<file path="src/rtl/pipeline_hazard_unit.sv">
// ---------------------------------------------------------------------------
// pipeline_hazard_unit
//
// Hazard and flush controller that sits beside the fetch/decode stages of the
// pipelined RAT core. It compares decode source operands against the
// destinations of the downstream producer stages. On a hazard it either
// stalls or selects a forwarding source. It also sequences bubble runs for
// control flow, interrupt entry and reset recovery.
//
// Ports
//   clk, reset           rising-edge clock, asynchronous active-low reset
//   src_reg/src_used     decode source operands (operand i at [i*REG_W +: REG_W])
//   dst_reg/dst_en/      producer stage destinations, write enables and
//   dst_is_load          load flags (stage 0 = EX, youngest)
//   instr_type           decode class: 1-5 branch, 6-9 return/RETI
//   branch_taken         PC load request
//   interrupt            level interrupt request
//   imem_addr_mux,       fetch hold controls (re-present PC, hold latch)
//   fetch_latch_stall
//   dec_nop              bubble into decode output
//   pc_inc/pc_load/      PC controls
//   pc_reset
//   fwd_sel              per operand: 0 = register file, s+1 = stage s
//   int_ack              single-cycle interrupt acknowledge
//   stall_count          saturating count of stall cycles
// ---------------------------------------------------------------------------
module pipeline_hazard_unit #(
  parameter int REG_W     = 5,
  parameter int NUM_SRC   = 2,
  parameter int NUM_STG   = 2,
  parameter int FWD_EN    = 0,
  parameter int FLUSH_CYC = 2,
  parameter int INT_CYC   = 2,
  parameter int RST_CYC   = 2
) (
  input  logic                                 clk,
  input  logic                                 reset,
  input  logic [NUM_SRC*REG_W-1:0]             src_reg,
  input  logic [NUM_SRC-1:0]                   src_used,
  input  logic [NUM_STG*REG_W-1:0]             dst_reg,
  input  logic [NUM_STG-1:0]                   dst_en,
  input  logic [NUM_STG-1:0]                   dst_is_load,
  input  logic [3:0]                           instr_type,
  input  logic                                 branch_taken,
  input  logic                                 interrupt,
  output logic                                 imem_addr_mux,
  output logic                                 fetch_latch_stall,
  output logic                                 dec_nop,
  output logic                                 pc_inc,
  output logic                                 pc_load,
  output logic                                 pc_reset,
  output logic [NUM_SRC*$clog2(NUM_STG+1)-1:0] fwd_sel,
  output logic                                 int_ack,
  output logic [15:0]                          stall_count
);

  localparam int SEL_W   = $clog2(NUM_STG + 1);
  localparam int CNT_MAX = (FLUSH_CYC > INT_CYC)
                         ? ((FLUSH_CYC > RST_CYC) ? FLUSH_CYC : RST_CYC)
                         : ((INT_CYC > RST_CYC) ? INT_CYC : RST_CYC);
  // cnt only ever holds reload values up to CNT_MAX-1
  localparam int CNT_W   = (CNT_MAX > 1) ? $clog2(CNT_MAX) : 1;

  localparam logic [CNT_W-1:0] FLUSH_LD = CNT_W'(FLUSH_CYC - 1);
  localparam logic [CNT_W-1:0] INT_LD   = CNT_W'(INT_CYC - 1);
  localparam logic [CNT_W-1:0] RST_LD   = CNT_W'(RST_CYC - 1);

  typedef enum logic [1:0] {
    S_CHECK = 2'd0,
    S_FLUSH = 2'd1,
    S_INT   = 2'd2,
    S_RST   = 2'd3
  } state_t;

  state_t             state_q, state_d;
  logic [CNT_W-1:0]   cnt_q, cnt_d;
  logic               int_ack_q, int_ack_d;
  logic [15:0]        stall_count_q, stall_count_d;

  logic                     raw_any;
  logic                     load_use;
  logic [NUM_SRC*SEL_W-1:0] fwd_raw;
  logic                     is_ctrl;
  logic                     hazard;
  logic                     stall;

  // Only the EX-stage load flag can create a load-use stall; the others are
  // informational for the pipeline and deliberately unused here.
  logic unused_load_flags;
  assign unused_load_flags = ^dst_is_load;

  function automatic logic [15:0] sat_inc(input logic [15:0] v);
    return (v == 16'hFFFF) ? v : v + 16'd1;
  endfunction

  // Operand/producer comparison. Stages are scanned oldest to youngest so
  // the youngest matching stage is the last writer of fwd_raw.
  always_comb begin
    raw_any  = 1'b0;
    load_use = 1'b0;
    fwd_raw  = '0;
    for (int i = 0; i < NUM_SRC; i++) begin
      for (int s = NUM_STG - 1; s >= 0; s--) begin
        if (src_used[i] && dst_en[s] &&
            (src_reg[i*REG_W +: REG_W] == dst_reg[s*REG_W +: REG_W])) begin
          raw_any = 1'b1;
          fwd_raw[i*SEL_W +: SEL_W] = SEL_W'(s + 1);
          if ((s == 0) && dst_is_load[0]) load_use = 1'b1;
        end
      end
    end
  end

  // Interrupt and control-flow detection outrank a data hazard in CHECK.
  always_comb begin
    is_ctrl = (instr_type >= 4'd1) && (instr_type <= 4'd9);
    hazard  = (FWD_EN != 0) ? load_use : raw_any;
    stall   = (state_q == S_CHECK) && !interrupt && !is_ctrl && hazard;
  end

  // ---- state register ----
  always_ff @(posedge clk or negedge reset) begin
    if (!reset) begin
      state_q       <= S_RST;
      cnt_q         <= RST_LD;
      int_ack_q     <= 1'b0;
      stall_count_q <= 16'd0;
    end else begin
      state_q       <= state_d;
      cnt_q         <= cnt_d;
      int_ack_q     <= int_ack_d;
      stall_count_q <= stall_count_d;
    end
  end

  // ---- next-state logic ----
  always_comb begin
    state_d       = state_q;
    cnt_d         = cnt_q;
    int_ack_d     = 1'b0;
    stall_count_d = stall ? sat_inc(stall_count_q) : stall_count_q;
    unique case (state_q)
      S_CHECK: begin
        if (interrupt) begin
          state_d   = S_INT;
          cnt_d     = INT_LD;
          int_ack_d = 1'b1;
        end else if (is_ctrl) begin
          state_d = S_FLUSH;
          cnt_d   = FLUSH_LD;
        end
      end
      S_FLUSH: begin
        if (interrupt) begin
          state_d   = S_INT;
          cnt_d     = INT_LD;
          int_ack_d = 1'b1;
        end else if (cnt_q == '0) begin
          state_d = S_CHECK;
        end else begin
          cnt_d = cnt_q - CNT_W'(1);
        end
      end
      S_INT, S_RST: begin
        if (cnt_q == '0) state_d = S_CHECK;
        else             cnt_d   = cnt_q - CNT_W'(1);
      end
    endcase
  end

  // ---- output logic ----
  always_comb begin
    imem_addr_mux     = 1'b0;
    fetch_latch_stall = 1'b0;
    dec_nop           = 1'b0;
    pc_reset          = 1'b0;
    fwd_sel           = '0;
    unique case (state_q)
      S_CHECK: begin
        dec_nop           = interrupt | is_ctrl | stall;
        fetch_latch_stall = stall;
        imem_addr_mux     = stall;
        fwd_sel           = (FWD_EN != 0) ? fwd_raw : '0;
      end
      S_FLUSH, S_INT: dec_nop = 1'b1;
      S_RST: begin
        pc_reset = 1'b1;
        dec_nop  = 1'b1;
      end
    endcase
    pc_load = branch_taken & ~pc_reset;
    pc_inc  = ~pc_reset & ~pc_load & ~stall;
  end

  assign int_ack     = int_ack_q;
  assign stall_count = stall_count_q;

endmodule

</file>
<file path="config.mk">
export PLATFORM = sky130hd
export DESIGN_NAME = pipeline_hazard_unit
export DESIGN_NICKNAME = d
export VERILOG_FILES = /design/src/rtl/pipeline_hazard_unit.sv
export SDC_FILE = /design/constraint.sdc
export NUM_CORES = 1
export LEC_CHECK = 0
export BUFFER_PORTS_ARGS = -buffer_cell sky130_fd_sc_hd__buf_4
export CAP_MARGIN = 20
export CORE_MARGIN = 5
export CORE_UTILIZATION = 48
export CTS_BUF_LIST = sky130_fd_sc_hd__clkbuf_8
export DETAILED_ROUTE_END_ITERATION = 10
export GPL_TIMING_DRIVEN = 0
export MAX_ROUTING_LAYER = met4
export PLACE_DENSITY = 0.84
export SETUP_SLACK_MARGIN = 0.4
export SLEW_MARGIN = 25
export SYNTH_ARGS = -nofsm -noshare
export SYNTH_HDL_FRONTEND = slang
export SYNTH_SLANG_ARGS = --single-unit
</file>
<file path="constraint.sdc">
create_clock -name clk -period 2 [get_ports clk]
set_input_delay 0.3 -clock clk [delete_from_list [all_inputs] [get_ports clk]]
set_output_delay 0.3 -clock clk [all_outputs]
set_load 0.005 [all_outputs]
</file>
==> key figures <==
Global route
  • Global-route wire length before repair: 6782 um
  • Met2 Resource Use GR: 38.33%
  • Vias in the first global route: 1,442
  • All-Layer GR Usage: 21.73%
  • Pin count of the biggest net entering global routing: 21
  • Met1 Use GR: 25.08%
  • GR Overflow Total: 0
  • Initial antenna violation count: 0
  • GRT Max-Usage Layer: met2
  • Met3 usage: 3.730%

Die
  • CORE AREA: 2734 um^2
  • Chip Height: 63.06 um
  • Die width: 63.06 um
  • # rows: 19
  • Die area: 3977 um^2
  • Starting density of the core: 49.43%
  • I/O pin cnt: 61

Worst setup path
  • CP endpoint kind: output pin
  • CP max FO: 3
  • Worst R2R Path Depth: 7
  • CP Data Arrival Time: 1.55 ns
  • Worst Path Required: 1.70 ns
  • Crit start category: primary input
  • Setup CP Type: in2out

Placement
  • IO buf count: 54
  • Final HPWL DP: 2664 um
  • Pre-CTS setup slack: -0.04573 ns
  • Placed Area: 1810 um^2
  • GPL Wtd Cong: 0.8838

Synthesis
  • Top FF cell, synth: dfrtp_1
  • Cell variety after synth: 37
  • Top cells by count, synth: 31 x xnor2_1, 17 x dfrtp_1, 11 x nand4_1
  • Synth area leaders: dfrtp_1 31%, xnor2_1 20%, dfstp_2 5.8%
  • Count leader, synth: xnor2_1
  • Post-synthesis sequential area ratio: 37.31%
  • Top cell type's share of synthesized area: 31.48%
  • Ys Warns: 0
  • Cell area after synthesis: 1351 um^2
  • Cell count after synthesis: 134
  • Leading area contributor after synthesis: dfrtp_1
  • Yosys reg bits: 20
  • Post-synth EDFFs: 0
  • Ys async rst share: 100.0%
  • Avg Cell Area, Syn: 10.08 um^2

Clock network
  • Clock Tree Buf Depth: 2
  • Clock-pin transition on the worst setup and hold timing paths: 0.06 ns
  • CTS tree: done
  • Clk_lat worst skew: 0.26 ns
  • # H-tree levels: 1
  • CTS Buf Count: 3
  • TritonCTS Sinks: 20
  • Root Driver: clkbuf_8

Timing
  • RSZ-0062 raised after global routing: true
  • Crit share post-route: 92.45%
  • Clock skew: 0.008726 ns
  • Final hold violation count: 0
  • Final Critical Period: 1.849 ns
  • Final Setup Violations: 0
  • Final Slew Violations: 0
  • Fin worst setup slack: 0.1509 ns
  • Fmax: 0.5408 GHz

Cells and area
  • Syn-to-layout area delta: 64.91%
  • # fillers: 166
  • Layout cells sized above 1: 58.74%
  • Finished layout cell area: 2228 um^2
  • Nets: 259
  • Multi-input logic area: 935.9 um^2
  • # diodes: 0
  • Storage element area: 504.2 um^2

Detailed routing
  • Wirelength per Cell: 16.60 um
  • Vias/cell: 5.374
  • DR pass1 iterations: 4
  • Vias: 1,365
  • Detailed Route Iter0 Violations: 66
  • Drt drc: 0
  • Final wirelength: 4216 um
  • Routed Antenna Nets: 0

Min path
  • Min-delay worst type: in2reg
  • Number of cells on the worst hold path: 3

Power
  • Psw: 0.3232 mW
  • Logic pwr share: 35.2%
  • Power Total: 1.174 mW
  • PD cells: 526.8 nW/um^2
  • Sw Share: 27.53%
  • Internal: 0.8507 mW
  • Cell leakage power: 1.043 nW
  • Clk pwr share: 22.3%
  • Worst VDD drop: 463.1 uV
  • Seq pwr share: 42.5%

Run
  • Max-Cap Viols: 0

Run status
  • Status: finished clean
through the flow:
stage | hold slack, ns | utilization, % | cells | setup TNS [ns]
2_1_floorplan | 0.004409 | - | 137 | 0
3_3_place_gp | 0.1867 | 66.22 | 222 | -0.04378
3_5_place_dp | 0.1962 | 66.22 | 222 | -0.08181
4_1_cts | 0.2823 | 77.76 | 249 | 0
5_1_grt | 0.3145 | 81.51 | 254 | 0
6_report | 0.3021 | 81.51 | 254 | 0
logic make-up after synthesis:
family	after synthesis	synth area share [%]
other	1	0.2775
DFF	20	37.32
AOI/OAI and AO/OA	11	7.500
adders and majority gates	1	0.9258
and+or+nand+nor	56	24.91
buffers and inverters	9	4.445
muxes	4	3.889
xor gates and xnor gates	32	20.74
power groups by stage:
stage / combinational (mW) / clock [mW] / sequential, mW
finish: 0.413 / 0.262 / 0.499
global placement: 0.278 / 0 / 0.510
floorplan: 0.147 / 0 / 0.506
CTS: 0.377 / 0.265 / 0.496
detailed placement: 0.285 / 0 / 0.514
global route: 0.448 / 0.291 / 0.504
placed cells by master, fill, tap and decap left out, types with 4 or more instances in the layout:
cell	count
nand2_1	6
and3_4	4
nand3_1	5
buf_6	8
nand2_2	4
dfrtp_1	17
conb_1	4
xnor2_1	28
buf_4	79
mux2_4	4
nand4_1	11
nand3_2	6
inv_1	4
state kept, by name, indices dropped and copies added, names as in the netlist:
name,count
cnt_q,1
int_ack,1
stall_count,16
state_q,2
worst paths after layout:
check	start	endpoint	slack, ns
setup reg to reg	state_q[1]	stall_count[12]	0.25
hold reg to reg	cnt_q	state_q[1]	0.48
min in group asynchronous	reset	stall_count[11]	0.45
setup / recovery	instr_type[0]	imem_addr_mux	0.15
hold / removal	interrupt	cnt_q	0.30
max in group asynchronous	reset	state_q[1]	1.27
repair_timing:
item,4_1_cts,5_1_grt
hold buffers,1,0
endpoints found under the hold margin,17,0
gates cloned,0,0
resized for setup,24,15
endpoints found under the setup margin,19,21
pin swaps,12,12
setup buffers,22,5
layout make-up:
type                    instances  area share (%)
repair buffers                 82           28.75
inverters                       3          0.5053
clock buffers                   3           1.853
plain buffers                   6           2.358
clock inverters                 1          0.1684
flip-flops and latches         20           22.63
multi-input cells             108           42.00
well taps                      31           1.741
worst max-delay path, stage by stage:
cell and delay [ns]:
buf_6 0.09, or4_4 0.54, a21boi_4 0.17, buf_6 0.12, and2_4 0.16, buf_6 0.09
buf_6 0.08
per-layer routing:
| metal | wire [um] | share of wire, % |
|---|---|---|
| met3 | 353 | 8.4 |
| met4 | 85 | 2.0 |
| met5 | 0 | 0 |
| met1 | 1647 | 39 |
| met2 | 2129 | 50 |
Note: power is estimated with default switching activity, not from simulation.
